[config.mk]
export PLATFORM = sky130hd
export DESIGN_NAME = seg7_scan_mux
export DESIGN_NICKNAME = d
export VERILOG_FILES = /design/src/rtl/seg7_scan_mux_pkg.sv /design/src/rtl/seg7_scan_mux_hex_decode.sv /design/src/rtl/seg7_scan_mux.sv
export SDC_FILE = /design/constraint.sdc
export NUM_CORES = 1
export LEC_CHECK = 0
export CAP_MARGIN = 20
export CORE_MARGIN = 2
export CORE_UTILIZATION = 45
export CTS_CLUSTER_DIAMETER = 30
export CTS_CLUSTER_SIZE = 30
export DETAILED_ROUTE_END_ITERATION = 16
export GPL_ROUTABILITY_DRIVEN = 0
export PLACE_DENSITY_LB_ADDON = 0.05
export SETUP_SLACK_MARGIN = 0.15
export SKIP_CTS_REPAIR_TIMING = 1
export SLEW_MARGIN = 20
export SYNTH_ARGS = -nofsm -noshare
export SYNTH_HDL_FRONTEND = slang
export SYNTH_SLANG_ARGS = --single-unit
export TNS_END_PERCENT = 30
[constraint.sdc]
create_clock -name clk -period 2.65 [get_ports clk]
set_input_delay 0.795 -clock clk [delete_from_list [all_inputs] [get_ports clk]]
set_output_delay 0.795 -clock clk [all_outputs]
set_load 0.005 [all_outputs]
[src/rtl/seg7_scan_mux_pkg.sv]
// Segment patterns {g,f,e,d,c,b,a} (active high) and width helpers shared by display blocks.
// Constants only; no latency, no backpressure.
package seg7_scan_mux_pkg;

    localparam logic [6:0] SEG_0   = 7'h3F;
    localparam logic [6:0] SEG_1   = 7'h06;
    localparam logic [6:0] SEG_2   = 7'h5B;
    localparam logic [6:0] SEG_3   = 7'h4F;
    localparam logic [6:0] SEG_4   = 7'h66;
    localparam logic [6:0] SEG_5   = 7'h6D;
    localparam logic [6:0] SEG_6   = 7'h7D;
    localparam logic [6:0] SEG_7   = 7'h07;
    localparam logic [6:0] SEG_8   = 7'h7F;
    localparam logic [6:0] SEG_9   = 7'h6F;
    localparam logic [6:0] SEG_A   = 7'h77;
    localparam logic [6:0] SEG_B   = 7'h7C;
    localparam logic [6:0] SEG_C   = 7'h39;
    localparam logic [6:0] SEG_D   = 7'h5E;
    localparam logic [6:0] SEG_E   = 7'h79;
    localparam logic [6:0] SEG_F   = 7'h71;
    localparam logic [6:0] SEG_OFF = 7'h7F;

    // Counter width for values 0..n-1, never below one bit.
    function automatic int clog2w(input int n);
        return (n <= 2) ? 1 : $clog2(n);
    endfunction

endpackage

[src/rtl/seg7_scan_mux_hex_decode.sv]
// Hex nibble to active-high 7-segment pattern {g,f,e,d,c,b,a}.
// Combinational, zero latency, no backpressure.
module seg7_hex_decode
    import seg7_scan_mux_pkg::*;
(
    input  logic [3:0] i_nib,
    output logic [6:0] o_seg
);

    always_comb begin
        o_seg = SEG_0;
        case (i_nib)
            4'h0: o_seg = SEG_0;
            4'h1: o_seg = SEG_1;
            4'h2: o_seg = SEG_2;
            4'h3: o_seg = SEG_3;
            4'h4: o_seg = SEG_4;
            4'h5: o_seg = SEG_5;
            4'h6: o_seg = SEG_6;
            4'h7: o_seg = SEG_7;
            4'h8: o_seg = SEG_8;
            4'h9: o_seg = SEG_9;
            4'hA: o_seg = SEG_A;
            4'hB: o_seg = SEG_B;
            4'hC: o_seg = SEG_C;
            4'hD: o_seg = SEG_D;
            4'hE: o_seg = SEG_E;
            default: o_seg = SEG_F;
        endcase
    end

endmodule

[src/rtl/seg7_scan_mux.sv]
// Scanned common-anode 7-segment driver; one digit per scan_clk rise, frame-coherent updates.
// scan_clk rise -> pins change after 4 clk (+BLANK_CYCLES to light); no backpressure, load always accepted.
module seg7_scan_mux
    import seg7_scan_mux_pkg::*;
#(
    parameter int DIGITS       = 4,
    parameter int BLANK_CYCLES = 16,
    parameter bit LZ_BLANK     = 1'b0
) (
    input  logic                  clk,
    input  logic                  rst_n,
    input  logic                  scan_clk,
    input  logic                  load,
    input  logic [4*DIGITS-1:0]   data,
    input  logic [DIGITS-1:0]     dp,
    output logic [DIGITS-1:0]     an_n,
    output logic [6:0]            seg_n,
    output logic                  dp_n
);

    localparam int IDX_W = clog2w(DIGITS);
    localparam int BC_W  = clog2w(BLANK_CYCLES + 1);
    localparam logic [IDX_W-1:0] LAST_IDX   = IDX_W'(DIGITS - 1);
    localparam logic [BC_W-1:0]  BLANK_INIT = BC_W'(BLANK_CYCLES);

    logic                r_s1, r_s2, r_s3;
    logic [IDX_W-1:0]    r_idx;
    logic [BC_W-1:0]     r_blank_cnt;
    logic [4*DIGITS-1:0] r_shadow_dat, r_frame_dat;
    logic [DIGITS-1:0]   r_shadow_dp, r_frame_dp;
    logic                r_pending;

    logic                w_tick;
    logic                w_wrap;
    logic [IDX_W+1:0]    w_shamt;
    logic [4*DIGITS-1:0] w_upper;
    logic                w_supp;
    logic [6:0]          w_seg;
    logic [DIGITS-1:0]   w_onehot;

    assign w_tick   = r_s2 & ~r_s3;
    assign w_wrap   = w_tick && (r_idx == LAST_IDX);
    // Nibbles from the current digit upward; the low nibble is the digit itself.
    assign w_shamt  = {r_idx, 2'b00};
    assign w_upper  = r_frame_dat >> w_shamt;
    assign w_supp   = LZ_BLANK && (r_idx != '0) && (w_upper == '0);
    assign w_onehot = DIGITS'(1) << r_idx;

    seg7_hex_decode u_dec (
        .i_nib (w_upper[3:0]),
        .o_seg (w_seg)
    );

    always_ff @(posedge clk or negedge rst_n) begin
        if (!rst_n) begin
            r_s1 <= 1'b0;
            r_s2 <= 1'b0;
            r_s3 <= 1'b0;
        end else begin
            r_s1 <= scan_clk;
            r_s2 <= r_s1;
            r_s3 <= r_s2;
        end
    end

    always_ff @(posedge clk or negedge rst_n) begin
        if (!rst_n) begin
            r_idx       <= '0;
            r_blank_cnt <= '0;
        end else if (w_tick) begin
            r_idx       <= w_wrap ? '0 : r_idx + 1'b1;
            r_blank_cnt <= BLANK_INIT;
        end else if (r_blank_cnt != '0) begin
            r_blank_cnt <= r_blank_cnt - 1'b1;
        end
    end

    // A load on the commit tick lands in shadow after the old shadow has moved to frame.
    always_ff @(posedge clk or negedge rst_n) begin
        if (!rst_n) begin
            r_shadow_dat <= '0;
            r_shadow_dp  <= '0;
            r_frame_dat  <= '0;
            r_frame_dp   <= '0;
            r_pending    <= 1'b0;
        end else begin
            if (w_wrap && r_pending) begin
                r_frame_dat <= r_shadow_dat;
                r_frame_dp  <= r_shadow_dp;
                r_pending   <= 1'b0;
            end
            if (load) begin
                r_shadow_dat <= data;
                r_shadow_dp  <= dp;
                r_pending    <= 1'b1;
            end
        end
    end

    always_ff @(posedge clk or negedge rst_n) begin
        if (!rst_n) begin
            an_n  <= '1;
            seg_n <= SEG_OFF;
            dp_n  <= 1'b1;
        end else if ((r_blank_cnt != '0) || w_supp) begin
            an_n  <= '1;
            seg_n <= SEG_OFF;
            dp_n  <= 1'b1;
        end else begin
            an_n  <= ~w_onehot;
            seg_n <= ~w_seg;
            dp_n  <= ~r_frame_dp[r_idx];
        end
    end

endmodule

==> run_results.csv <==
group,metric,value,unit
status,status,"complete, no violations",
clock_network,clk_latency,0.33,ns
power,powerDensity,1036,nW/um2
grt,grt_max_degree,37,
yosys,synthTopCellsByArea,"dfrtp_1, mux2_2, dfstp_2, ha_1, mux4_2",
sta,tightestPinTransition,0.6711,ns
worst_setup_path,path_cells,"clkdlybuf4s50_1",
power,clock_power_share,24.5,%
finish,nFillCells,472,
clock_network,clock-sinks,63,
finish,diodes,0,
route,routed_wl,4.646,mm
route,ant_nets,0,
worst_setup_path,max_stage_delay,0.52,ns
power,max-vdd-ir-drop,0.0004609,V
run,maxCapViolCount,0,
yosys,syn_inst,189,
yosys,synth.distinct_cells,31,
worst_setup_path,crit_family,"flip-flops",
grt,grt_pass1_wl,7.714,mm
clock_network,cts.clk_slew.worst_paths,0.07,ns
floorplan,die_h,81.34,um
route,wl_met2,2.401,mm
yosys,syn-num-nets,224,
sta,finalCritPeriodShare,80.34,%
yosys,ys_seq_area_share,59.14,%
route,first_pass_iters,4,
yosys,yosysTopAreaCellShare,47.42,%
finish,multi_input_area,1031,um2
power,seq_power_share,40.9,%
worst_setup_path,worstPathRequired,1.86,ns
grt,grt_pass1_vias,1659,
finish,final_area,3366,um2
power,p_comb_share,34.6,%
clock_network,htree_levels,3,
worst_setup_path,critPathKind,"flip-flop to primary output",
worst_setup_path,cp-end-kind,"primary output",
power,p_switching,1.084,mW
route,via_per_inst,5.185,
finish,mostFrequentLayoutCell,"dfrtp_1",
power,switching_share,31.06,%
worst_setup_path,path_buf_inv,1,
clock_network,cts_tree,"yes",
finish,final_layout_size_suffix_gt1_share,33.47,%
worst_setup_path,critPathMaxFanout,1,
route,post-route-drc-count,0,
power,intPower,2.404,mW
sta,rsz0062_at_grt,"no",
yosys,synth.cell_area,2691,um2
floorplan,fp-row-count,28,
floorplan,start_util,46.00,%
grt,grt-ovfl-total,0,
sta,hold_violations,0,
sta,setup_viol,0,
clock_network,numCtsBuffers,9,
floorplan,dieWidth,81.34,um
route,wl_met1,2.032,mm
grt,grt_usage,16.14,%
yosys,avgSynthCellArea,14.24,um2
clock_network,root_buffer,"clkbuf_8",
sta,fin_tns_setup,0,ns
sta,post-route-min-period,2.129,ns
min_path,hp-class,"flip-flop to flip-flop",
worst_setup_path,crit_arrival,1.33,ns
clock_network,clockBufferDepth,2,
worst_setup_path,start_kind,"flip-flop",
yosys,yosysTopAreaCell,"dfrtp_1",
route,top_layer,"met4",
sta,holdWs,0.3532,ns
placement,place_hpwl,3.333,mm
route,wl_per_cell,14.80,um
sta,max-slew-margin-rel,55.26,%
finish,nets,269,
sta,finClkSkew,0.007549,ns
floorplan,fp.coreArea,5851,um2
floorplan,die_area,6615,um2
sta,fmax,469.7,MHz
grt,antenna_found_initial,0,
route,met3_length,166,um
yosys,ys_seq_elements,63,
route,vias,1628,
placement,io_buffer_count,35,
yosys,yosysWarnings,0,
finish,final_cell_mix,"dfrtp_1, mux2_2, clkdlybuf4s50_1",
placement,place_area,3157,um2
floorplan,num_io_pins,36,
sta,maxSlewViolCount,0,
finish,area_growth,25.06,%
route,drt_iter0_drc,33,
power,p_leak,1.455,nW
finish,seqCellArea,1592,um2
worst_setup_path,crit_slowest_cell,"dfstp_2",
sequential cells by signal, summed over array words and instances, names as in the netlist:
register      flops
an_n              4
dp_n              1
r_blank_cnt       5
r_frame_dat      16
r_frame_dp        4
r_idx             2
r_pending         1
r_s1              1
r_s2              1
r_s3              1
r_shadow_dat     16
r_shadow_dp       4
seg_n             7
kinds of logic (layout without fill, tap and decap cells):
family          after synthesis  after routing  synth area share [%]
flops                        63             63                 59.14
mux                          48             48                 22.31
simple gates                 32             32                 5.998
compound gates               19             19                 4.649
buf+inv                      16             66                 2.789
fa+ha+maj                    11             11                 5.114
routing by layer:
metal / vias up / track usage [%]
met5: - / 0
met4: 0 / 6.610
met3: 4 / 5.333
met2: 40 / 26.07
met1: 831 / 19.94
li1: 753 / -
worst paths after layout:
path	startpoint	endpoint	slack [ns]	depth (start not counted)
min in group asynchronous	rst_n	r_s3	0.50	1
worst max-delay path	an_n[2]	an_n[2]	0.52	1
worst min register to register	r_s1	r_s2	0.35	0
worst min-delay path	r_s1	r_s2	0.35	0
max in group asynchronous	rst_n	an_n[2]	1.46	2
worst max register to register	r_idx[0]	seg_n[3]	0.55	7
area by class of cell:
cell class | count | area share [%]
repair buffers | 42 | 12.19
inverters | 8 | 0.8922
multi-input cells | 110 | 30.63
clock buffers | 13 | 5.019
flip-flops and latches | 63 | 47.29
clock inverters | 3 | 1.190
well taps | 75 | 2.788
power groups by stage:
stage / Combinational (mW) / Clock [mW] / Sequential, mW
after floorplan: 0.922 / 0 / 1.38
after global placement: 1.14 / 0 / 1.44
after detailed placement: 1.20 / 0 / 1.45
after CTS: 1.21 / 0.881 / 1.43
after global routing: 1.33 / 0.923 / 1.47
final: 1.21 / 0.855 / 1.43
Yosys cell counts (all sizes together):
library cell / count
or3: 1
mux2: 40
and3b: 1
nor4b: 1
o21ai: 5
nor2b: 1
ha: 11
and2b: 2
buf: 2
inv: 8
a21o: 2
dfrtp: 51
or2: 1
mux2i: 3
clkbuf: 6
mux4: 5
a21oi: 3
or2b: 1
nor2: 9
o22ai: 1
nand3b: 1
o221ai: 4
a31oi: 1
a211oi: 3
nand2b: 1
nand2: 10
dfstp: 12
nor3: 2
nand3: 1
metrics by stage:
step | util (%) | setup WS [ns] | std cells | power, mW
after CTS | 57.53 | 0.4911 | 314 | 3.519
after global placement | 53.96 | 0.6233 | 298 | 2.572
after floorplan | - | 0.7517 | 189 | 2.302
after global routing | 57.53 | 0.4465 | 314 | 3.713
after detailed placement | 53.96 | 0.5654 | 298 | 2.651
final | 57.53 | 0.5209 | 314 | 3.488
Power figures use the tool's default switching activity.
==> variant: new RTL, same flow settings <==
Make the reset (`rst_n`) synchronous in 4 clocked blocks.
--- a/src/rtl/seg7_scan_mux.sv
+++ b/src/rtl/seg7_scan_mux.sv
@@ -53,3 +53,3 @@
 
-    always_ff @(posedge clk or negedge rst_n) begin
+    always_ff @(posedge clk) begin
         if (!rst_n) begin
@@ -65,3 +65,3 @@
 
-    always_ff @(posedge clk or negedge rst_n) begin
+    always_ff @(posedge clk) begin
         if (!rst_n) begin
@@ -78,3 +78,3 @@
     // A load on the commit tick lands in shadow after the old shadow has moved to frame.
-    always_ff @(posedge clk or negedge rst_n) begin
+    always_ff @(posedge clk) begin
         if (!rst_n) begin
@@ -99,3 +99,3 @@
 
-    always_ff @(posedge clk or negedge rst_n) begin
+    always_ff @(posedge clk) begin
         if (!rst_n) begin
Check against the original RTL: differs if rst_n is asserted again (counterexample within 4 cycles, from zero or initial values and one cycle with rst_n low); with rst_n held inactive, the same outputs for 10 cycles.
==> variant against the unedited design <==
Synthesized area down 1.8%. Sequential cell count unchanged. First-iteration DRC count is 120% higher. Wire length rose by 1.1%. Worst setup slack worse by 0.026 ns. Utilization down 0.29 points. Design area decreased by 5.2%. Non-clock buffer count down 3.
Power is not compared: it rests on default switching activity, and its combinational part moved more than twofold at a synthesized area within 25%.
==> variant: results <==
metrics = {
    "worst_setup_path": {
        "cp_slowest_stage_delay_ns": 0.72,
        "slowest_stage": "mux4_1",
        "rr_worst_depth": 5,
        "crit_arrival_ns": 2.34,
        "critical_path.top_delay_family": "multiplexers",
        "worstReg2RegEnd": "seg_n[5]",
        "rr_startpoint": "r_idx[0]",
        "r2r_slack_ns": 0.49,
        "cp_max_fo": 9,
    },
    "finish": {
        "fin_nets": 338,
        "n_fill_cell": 534,
        "drive_gt1_frac": 0.07792,
    },
    "logic_synthesis": {
        "synthTopCellsByArea": "dfxtp_1, mux2i_1, nand2_1, a21boi_0, nor2b_1",
        "yosysSeqAreaShare": 0.4770,
        "syn-num-nets": 305,
        "synth_cell_types": 36,
        "synth-async-reset-ratio": 0,
        "yosys.area.top_type": "dfxtp_1",
        "synth_common_cells": "dfxtp_1, nand2_1, nor2b_1",
    },
    "pwr": {
        "leakage_uw": 0.001204,
        "p_switching_uw": 537.9,
    },
    "hold_path": {
        "worstHoldStart": "r_s1",
        "hold_path_end": "r_s2",
        "min_path_cells": 1,
    },
    "outcome": {
        "outcome": "finished clean",
    },
    "detailed_routing": {
        "vias": 1861,
        "initialDrtViolationCount": 74,
        "drt-wirelength-per-cell_um": 12.36,
    },
    "clocking": {
        "cts.clk_slew.worst_paths_ns": 0.07,
    },
    "sta": {
        "tightest_slew_ns": 0.5187,
        "fin_skew_ns": 0.006169,
        "holdWs_ns": 0.4382,
    },
    "grt": {
        "grt.total_usage": 0.1602,
        "grt_max_degree": 49,
        "grtUsageMet2": 0.2525,
        "grt_pass1_vias": 1665,
        "grt_pass1_wl_mm": 7.755,
        "gr-usage-met3": 0.05730,
        "grt_use_met1": 0.1980,
    },
    "place": {
        "dp_hpwl_mm": 3.145,
        "post_dp_cell_area_sq_um": 3033,
        "preCtsSetupSlack_ns": 0.4960,
    },
}
-- variant: cell count changes after synthesis, moves of 4 or more --
cell / unedited run / this run
a21boi_0: 0 / 21
and2_1: 0 / 4
clkbuf_1: 6 / 12
dfrtp_1: 51 / 0
dfstp_2: 12 / 0
dfxtp_1: 0 / 63
mux2_2: 40 / 1
mux2i_1: 3 / 21
nand2_1: 10 / 54
nor2b_1: 1 / 23
-- variant: worst max path at each step --
stage,startpoint,end,slack [ns],depth (start not counted)
4_1_cts,r_idx[0],seg_n[5],0.49,5
3_5_place_dp,r_idx[0],seg_n[5],0.50,5
5_1_grt,r_idx[0],seg_n[3],0.34,6
3_3_place_gp,rst_n,r_blank_cnt[1],0.53,4
6_report,r_idx[0],seg_n[5],0.49,5
2_1_floorplan,r_idx[0],seg_n[5],0.74,6
-- variant: cells by family (layout without fill, tap and decap cells) --
kind of cell	after synthesis	in the layout	synth area share
AOI/OAI and AO/OA	37	37	0.1018
DFF	63	63	0.4770
xor gates and xnor gates	2	2	0.006627
buffers and inverters	25	63	0.04212
adders and majority gates	11	11	0.05206
muxes	28	28	0.1335
and+or+nand+nor	104	104	0.1869
-- variant: power groups by stage --
stage	Sequential [uW]	Clock, uW	Combinational [uW]
3_3_place_gp	1110	0	377
5_1_grt	1090	748	425
2_1_floorplan	1110	0	211
3_5_place_dp	1110	0	379
6_report	1080	680	373
4_1_cts	1090	704	380
-- variant: area by class of cell --
cell class / instances / area share
Tap cell: 72 / 0.02824
Sequential cell: 63 / 0.3953
Multi-Input combinational cell: 182 / 0.3984
Inverter: 8 / 0.009412
Timing Repair Buffer: 39 / 0.1192
Clock inverter: 4 / 0.007059
Clock buffer: 12 / 0.04235
-- variant: worst reg2reg max path: stages, from the launching register on --
cell and delay [ns]:
dfxtp_1 0.59, mux4_1 0.73, ha_1 0.28, mux2_4 0.27, nand2_1 0.06, o211ai_1 0.09
-- variant: stage by stage --
| stage | instances | util |
|---|---|---|
| 6_report | 380 | 0.5724 |
| 5_1_grt | 380 | 0.5724 |
| 4_1_cts | 380 | 0.5724 |
| 3_5_place_dp | 364 | 0.5441 |
| 3_3_place_gp | 364 | 0.5441 |
| 2_1_floorplan | 270 | - |
-- variant: routing by layer --
metal,vias to the layer above,routed length (um)
met5,-,0
met4,0,69
met3,7,230
met2,40,2181
met1,847,2217
li1,967,-
